--- src/rtl/fetch_unit.sv ---
// rtl/fetch_unit.sv - two-state instruction fetch unit; FETCH_ALIGN_CHECK_EN enables the misaligned-redirect trap
module fetch_unit #(
  parameter logic [31:0] RESET_PC = 32'h00000000
) (
  input  logic        clock,
  input  logic        reset,
  input  logic        stall,
  input  logic        redirect,
  input  logic [31:0] redirectTarget,
  output logic        imemReq,
  output logic [31:0] imemAddr,
  input  logic        imemValid,
  input  logic [31:0] imemData,
  output logic [31:0] pcQ,
  output logic [31:0] pcD,
  output logic [31:0] instruction,
  output logic        instrValid,
  output logic        misalignErr
);

  typedef enum logic {FETCH, PRESENT} stateType;

  stateType state;
  stateType nextState;
  logic     takeResp;
  logic     consume;

  always_ff @(posedge clock or posedge reset) begin
    if (reset) state <= FETCH;
    else       state <= nextState;
  end

  always_comb begin
    nextState = state;
    takeResp  = 1'b0;
    consume   = 1'b0;
    imemReq   = 1'b0;
    if (state == FETCH && !reset) imemReq = 1'b1;
    // Redirect outranks both a memory response and a stall.
    if (redirect) begin
      nextState = FETCH;
    end else begin
      case (state)
        FETCH: if (imemValid) begin
          takeResp  = 1'b1;
          nextState = PRESENT;
        end
        PRESENT: if (!stall) begin
          consume   = 1'b1;
          nextState = FETCH;
        end
        default: nextState = FETCH;
      endcase
    end
  end

  assign imemAddr = pcD;

  always_ff @(posedge clock or posedge reset) begin
    if (reset) begin
      pcD         <= RESET_PC;
      pcQ         <= RESET_PC;
      instruction <= 32'h0;
      instrValid  <= 1'b0;
    end else if (redirect) begin
      instrValid <= 1'b0;
`ifdef FETCH_ALIGN_CHECK_EN
      // A misaligned target is refused; the current pcD is refetched.
      if (redirectTarget[1:0] == 2'b00) pcD <= redirectTarget;
`else
      pcD <= redirectTarget & 32'hFFFF_FFFC;
`endif
    end else if (takeResp) begin
      instruction <= imemData;
      pcQ         <= pcD;
      pcD         <= pcD + 32'd4;
      instrValid  <= 1'b1;
    end else if (consume) begin
      instrValid <= 1'b0;
    end
  end

`ifdef FETCH_ALIGN_CHECK_EN
  always_ff @(posedge clock or posedge reset) begin
    if (reset) misalignErr <= 1'b0;
    else if (redirect && redirectTarget[1:0] != 2'b00) misalignErr <= 1'b1;
  end
`else
  assign misalignErr = 1'b0;
`endif

endmodule

--- config.mk ---
export PLATFORM = sky130hd
export DESIGN_NAME = fetch_unit
export DESIGN_NICKNAME = d
export VERILOG_FILES = /design/src/rtl/fetch_unit.sv
export SDC_FILE = /design/constraint.sdc
export NUM_CORES = 1
export LEC_CHECK = 0
export ABC_AREA = 1
export CORE_ASPECT_RATIO = 1.25
export CORE_MARGIN = 10
export CORE_UTILIZATION = 33
export CTS_CLUSTER_SIZE = 12
export DETAILED_ROUTE_END_ITERATION = 10
export PLACE_DENSITY = 0.65
export SYNTH_ARGS = -nofsm -noshare
export SYNTH_HDL_FRONTEND = slang
export SYNTH_SLANG_ARGS = --single-unit
--- constraint.sdc ---
create_clock -name clock -period 7.45 [get_ports clock]
set_clock_uncertainty 0.1 [all_clocks]
set_input_delay 1.8625 -clock clock [delete_from_list [all_inputs] [get_ports clock]]
set_output_delay 1.8625 -clock clock [all_outputs]
set_load 0.02 [all_outputs]
==> results.sh, run 1 <==
export IMPL_synth_xor_area_share_pct=0.349
export IMPL_yosysUniqueCellTypes=35
export IMPL_antenna_found_initial=0
export IMPL_path_clk_slew_ns=0.07
export IMPL_seq_area_frac_synth_pct=46.9
export IMPL_synthArstFlopShare_pct=100
export IMPL_cap_violations=0
export IMPL_clock_sinks=94
export IMPL_cts_tree="done"
export IMPL_die_h_um=158
export IMPL_seq_power_share_pct=38.6
export IMPL_core_rowCount=50
export IMPL_area_growth_pct=41.6
export IMPL_pwr_density_cell_mw_per_mm2=245
export IMPL_setup_ws_ns=2.44
export IMPL_fin_cells=1008
export IMPL_ys_ff_latch=94
export IMPL_p_int_mw=1.12
export IMPL_r2r_slack_ns=4.84
export IMPL_hold_viol_final=0
export IMPL_netlist_area_mm2=0.00502
export IMPL_yosysMostFrequentCell="nand2_1"
export IMPL_vias=4610
export IMPL_ys_warnings_count=0
export IMPL_initial_core_util_pct=33.5
export IMPL_synth_top_cell_area_share_pct=46.9
export IMPL_cpMaxStageDelayCell="clkdlybuf4s50_1"
export IMPL_cts_hold_buf=0
export IMPL_p_leak_nw=3.30
export IMPL_drv_slew=0
export IMPL_min_period_over_period_pct=67.2
export IMPL_die_w_um=130
export IMPL_fin_crit_ns=5.01
export IMPL_critPathMaxFanout=2
export IMPL_crit_path_cell_trace="clkdlybuf4s50_1 > nor2_1 > clkdlybuf4s50_1"
export IMPL_p_total_mw=1.74
export IMPL_grt_start_max_net_pins=64
export IMPL_syn_area_per_cell_um2=7.50
export IMPL_rsz0062_at_grt="false"
export IMPL_pwr_share_comb_pct=35.1
export IMPL_overflow=0
export IMPL_cp_end_kind="output pin"
export IMPL_outcome="complete, no violations"
export IMPL_yosys_most_used_dff="dfrtp_1"
export IMPL_io_pins=200
export IMPL_grt_pass1_wl_mm=24.8
export IMPL_htree_levels=3
export IMPL_synthTopCellsByCount="262 x nand2_1, 94 x dfrtp_1, 71 x nor2_1"
export IMPL_setup_viol=0
export IMPL_dr_pass1_iters=5
export IMPL_grtUsageTotal_pct=15.5
export IMPL_antenna_cells=0
export IMPL_layout_nets=891
export IMPL_routabilityCongestion=0.819
export IMPL_cts_buffers=9
export IMPL_cts_resized=0
export IMPL_core_area_mm2=0.0150
export IMPL_fmax_mhz=200
export IMPL_placed_cells=992
export IMPL_post_cts_buffers=0
export IMPL_path_class="in -> out"
export IMPL_nFillCells=1525
export IMPL_ir_drop_mv=0.0916
export IMPL_drc=0
export IMPL_grt_pass1_vias=4469
export IMPL_p_sw_share_pct=35.8
export IMPL_tightest_slew_ns=1.11
export IMPL_synthMuxAreaShare_pct=0
export IMPL_synth_edf_count=0
export IMPL_startpoint_type="primary input"
export IMPL_relSlewSlack_pct=25.7
export IMPL_yosysTopAreaCell="dfrtp_1"
export IMPL_synthTopCellsByArea="dfrtp_1 47%, nand2_1 20%, buf_4 5.7%"
export IMPL_postSynthCellCount=669
export IMPL_slowest_delay_ns=0.62
export IMPL_arrival_ns=3.05
export IMPL_drt_iter0_drc=276
export IMPL_clockRootBuffer="clkbuf_16"
export IMPL_synth_simple_area_share_pct=33.5
export IMPL_dp_slack_ns=2.45
export IMPL_power_share_clock_pct=26.3
export IMPL_synth_top_family_by_area="simple AND/OR/NAND/NOR gates"
export IMPL_drive_gt1_share_pct=5.33
export IMPL_final_antenna_net_count=0
export IMPL_switchingPower_mw=0.623
export IMPL_cts_buffer_depth=2
export IMPL_required_ns=5.49
export IMPL_dieArea_mm2=0.0206
export IMPL_routedWlPerCell_um=16.1
export IMPL_hpwlAfterDp_mm=12.2
export IMPL_synth_compound_area_share_pct=7.36
export IMPL_timing_critical_path_mode_cell="clkdlybuf4s50_1"
export IMPL_synth_fa_ha_area_share_pct=0.249
export IMPL_routed_wl_mm=16.2
export IMPL_via_per_inst=4.57
export IMPL_min_path_type="reg -> reg"
export IMPL_clock_latency_ns=0.35
export IMPL_io_buffers=190
export IMPL_tns_ns=0
layout make-up:
class,count,area (µm²),area share (%)
clock inverters,5,41.3,0.581
repair buffers,195,1940,27.3
flip-flops and latches,94,2350,33.1
well taps,182,228,3.21
multi-input cells,473,2110,29.7
inverters,48,183,2.57
clock buffers,11,253,3.56
state kept, by name (all words and copies together), names as in the netlist:
name and count:
imemAddr 30, instrValid 1, instruction 32, pcQ 30, state 1
layout by cell type, fill, tap and decap left out:
cell / count
clkinvlp_4: 2
conb_1: 7
a21oi_1: 11
nor2_1: 71
nand2_1: 262
nor2_8: 2
inv_1: 45
clkinv_1: 1
o22ai_1: 3
nand3b_2: 1
nand4_1: 3
a211oi_1: 2
inv_6: 1
inv_4: 1
a21oi_2: 1
a22oi_1: 1
nor2_2: 3
xor2_1: 1
o21ai_0: 38
nand2_2: 4
dfrtp_1: 94
clkbuf_16: 9
nand2_4: 2
clkdlybuf4s50_1: 190
o21ai_1: 6
nor3_1: 3
buf_4: 5
inv_2: 1
xnor2_1: 1
nand2_8: 1
clkbuf_8: 2
clkinv_4: 2
and2_1: 1
nand3_1: 35
nor2_4: 7
a31oi_1: 1
o211ai_1: 5
ha_1: 1
worst max-delay path: cells and delay by family:
kind                   cells  cell delay [ns]
buffers and inverters      2             1.08
AND/OR/NAND/NOR            1             0.11
final timing paths:
path                                 startpoint              end  cells past startpoint
worst max-delay path                      reset          imemReq                      3
worst min register to register  instruction[21]  instruction[21]                      2
min in group asynchronous                 reset  instruction[18]                      2
worst min-delay path            instruction[21]  instruction[21]                      2
worst max register to register            state      imemAddr[2]                      5
max in group asynchronous                 reset     imemAddr[24]                      3
metrics by stage:
step | hold slack, ns | utilization, % | cell area (µm²)
4_1_cts | 0.382 | 47.5 | 7100
3_3_place_gp | 0.361 | 45.5 | 6810
3_5_place_dp | 0.364 | 45.5 | 6810
5_1_grt | 0.394 | 47.5 | 7100
6_report | 0.376 | 47.5 | 7100
2_1_floorplan | 0.467 | - | 5040
routing by layer:
metal	up-vias	track usage, %	part of all wire [%]	wire length (µm)
met5	-	0	0	0
met4	0	3.81	0.56	91
met3	6	5.22	8.9	1450
met2	137	26.2	49	7970
met1	2121	18.3	41	6730
li1	2346	-	-	-
power groups by stage:
stage	Sequential, mW	Clock [mW]	Combinational, mW
6_report	0.673	0.458	0.612
5_1_grt	0.686	0.494	0.663
4_1_cts	0.674	0.469	0.624
3_5_place_dp	0.683	0	0.622
3_3_place_gp	0.681	0	0.617
2_1_floorplan	0.777	0	0.233
cell families (layout without fill, tap and decap cells):
kind of cell	after synthesis	after routing
AND/OR/NAND/NOR	395	395
buffers and inverters	108	259
flip-flops	94	94
AO/OA/AOI/OAI	68	68
XOR/XNOR	2	2
adder cells (fa/ha/maj)	1	1
other	1	7
No activity file was read; power rests on OpenSTA's default activity.
==> inputs of run 2 (changes only) <==
--- a/config.mk
+++ b/config.mk
@@ -11,7 +11,7 @@
 export CORE_UTILIZATION = 33
 export CTS_CLUSTER_SIZE = 12
 export DETAILED_ROUTE_END_ITERATION = 10
-export PLACE_DENSITY = 0.65
+export PLACE_DENSITY = 0.67
 export SYNTH_ARGS = -nofsm -noshare
 export SYNTH_HDL_FRONTEND = slang
 export SYNTH_SLANG_ARGS = --single-unit
==> constraint.sdc (replaced) <==
create_clock -name clock -period 4.4 [get_ports clock]
set_clock_uncertainty 0.1 [all_clocks]
set_input_delay 1.1 -clock clock [delete_from_list [all_inputs] [get_ports clock]]
set_output_delay 1.1 -clock clock [all_outputs]
set_load 0.02 [all_outputs]
==> run 2 against run 1 <==
Compared with the run above:
- sequential share of layout area fell by 0.34 points
- sequential cell count did not move
- non-clock buffer count rose by 3
- register-to-register slack got worse by 2.5 ns
- largest cell class unchanged
- highest routed layer unchanged
==> results.sh, run 2 (same netlist as run 1, synthesis figures left out) <==
export IMPL_outcome="complete, no violations"
export IMPL_core_rowCount=50
export IMPL_holdCritStartpoint="instruction[9]"
export IMPL_layout_nets=894
export IMPL_vias=4675
export IMPL_pwr_share_comb_pct=33.7
export IMPL_slowest_delay_ns=0.61
export IMPL_drt_iter0_drc=282
export IMPL_tns_ns=0
export IMPL_post_cts_buffers=0
export IMPL_relSlewSlack_pct=49.1
export IMPL_die_h_um=158
export IMPL_cap_violations=0
export IMPL_cpMaxStageDelayCell="clkdlybuf4s50_1"
export IMPL_grt_start_max_net_pins=61
export IMPL_routabilityCongestion=0.830
export IMPL_path_class="in -> out"
export IMPL_cts_buffers=9
export IMPL_final_antenna_net_count=0
export IMPL_clock_sinks=94
export IMPL_required_ns=3.20
export IMPL_min_period_over_period_pct=79.2
export IMPL_placed_cells=995
export IMPL_min_path_type="reg -> reg"
export IMPL_clockRootBuffer="clkbuf_16"
export IMPL_core_area_mm2=0.0150
export IMPL_p_sw_share_pct=34.0
export IMPL_seq_power_share_pct=37.0
export IMPL_io_pins=200
export IMPL_critPathBufInv=2
export IMPL_r2r_start="state"
export IMPL_r2r_slack_ns=2.32
export IMPL_dr_pass1_iters=5
export IMPL_initial_core_util_pct=33.5
export IMPL_power_share_clock_pct=29.3
export IMPL_dieArea_mm2=0.0206
export IMPL_htree_levels=3
export IMPL_r2r_end="instruction[15]"
export IMPL_overflow=0
export IMPL_antenna_found_initial=0
export IMPL_grtUsageTotal_pct=15.8
export IMPL_nFillCells=1479
export IMPL_fin_crit_ns=3.49
export IMPL_p_leak_nw=3.35
export IMPL_hold_viol_final=0
export IMPL_timing_critical_path_mode_cell="clkdlybuf4s50_1"
export IMPL_cts_hold_buf=0
export IMPL_hpwlAfterDp_mm=12.3
export IMPL_ir_drop_mv=0.144
export IMPL_most_common_layout_cells="262 x nand2_1, 190 x clkdlybuf4s50_1, 94 x dfrtp_1"
export IMPL_cts_tree="done"
export IMPL_fmax_mhz=287
export IMPL_drive_gt1_share_pct=5.67
export IMPL_critPathMaxFanout=2
export IMPL_cts_resized=0
export IMPL_via_per_inst=4.62
export IMPL_setup_ws_ns=0.914
export IMPL_routed_wl_mm=16.3
export IMPL_layout_commonest_cell="nand2_1"
export IMPL_switchingPower_mw=1.05
export IMPL_largest_reg_flops=32
export IMPL_rsz0062_at_grt="false"
export IMPL_grt_pass1_wl_mm=25.4
export IMPL_drc=0
export IMPL_path_clk_slew_ns=0.06
export IMPL_antenna_cells=0
export IMPL_pwr_density_cell_mw_per_mm2=429
export IMPL_startpoint_type="primary input"
export IMPL_top_register="instruction"
export IMPL_routedWlPerCell_um=16.1
export IMPL_arrival_ns=2.29
export IMPL_die_w_um=130
export IMPL_tightest_slew_ns=0.763
export IMPL_clock_latency_ns=0.34
export IMPL_min_to="instruction[9]"
export IMPL_p_int_mw=2.04
export IMPL_crit_path_cell_trace="clkdlybuf4s50_1 > nor2_1 > clkdlybuf4s50_1"
export IMPL_setup_viol=0
export IMPL_crit_family="buffers and inverters"
export IMPL_grt_pass1_vias=4702
export IMPL_reg2regPathDepth=5
export IMPL_area_growth_pct=43.1
export IMPL_fin_cells=1011
export IMPL_drv_slew=0
export IMPL_io_buffers=190
export IMPL_cp_end_kind="output pin"
export IMPL_dp_slack_ns=0.915
export IMPL_whs_path_depth=2
export IMPL_cts_buffer_depth=2
run 2: per-stage QoR:
stage	area [µm²]	power [mW]	utilization (%)	hold WS (ns)
floorplan	5040	1.71	-	0.467
global placement	6830	2.20	45.7	0.361
detailed placement	6830	2.21	45.7	0.364
CTS	7180	3.13	48.0	0.382
global route	7180	3.26	48.0	0.395
finish	7180	3.08	48.0	0.375
run 2: worst max path at each step:
stage	to	cells past startpoint	startpoint
after floorplan	imemAddr[10]	1	reset
after global placement	imemReq	3	reset
after detailed placement	imemReq	3	reset
after CTS	imemReq	3	reset
after global routing	imemReq	3	reset
final	imemReq	3	reset
run 2: power groups by stage:
stage	combinational (mW)	clock [mW]	sequential [mW]
2_1_floorplan	0.394	0	1.32
3_3_place_gp	1.05	0	1.15
3_5_place_dp	1.05	0	1.16
4_1_cts	1.06	0.933	1.14
5_1_grt	1.13	0.962	1.17
6_report	1.04	0.904	1.14
run 2: metal layers:
metal,track usage [%],part of all wire (%)
met4,4.67,1.3
met1,18.2,39
met3,4.89,10
met5,0,0
met2,27.1,49
run 2: final cells by class:
type | instances | area [µm²] | share of cell area, %
sequential | 94 | 2350 | 32.8
clock inverter | 7 | 120 | 1.67
inverter | 48 | 183 | 2.55
tap | 182 | 228 | 3.17
timing repair buffer | 198 | 1960 | 27.3
multi-input combinational | 473 | 2110 | 29.4
clock buffer | 9 | 225 | 3.14
run 2: worst register-to-register path, cell delays in order (launching register included):
cell     delay (ns)
dfrtp_1        0.43
nor2_4         0.27
nand2_2        0.35
inv_2          0.62
nand2_1        0.17
nand2_1        0.09
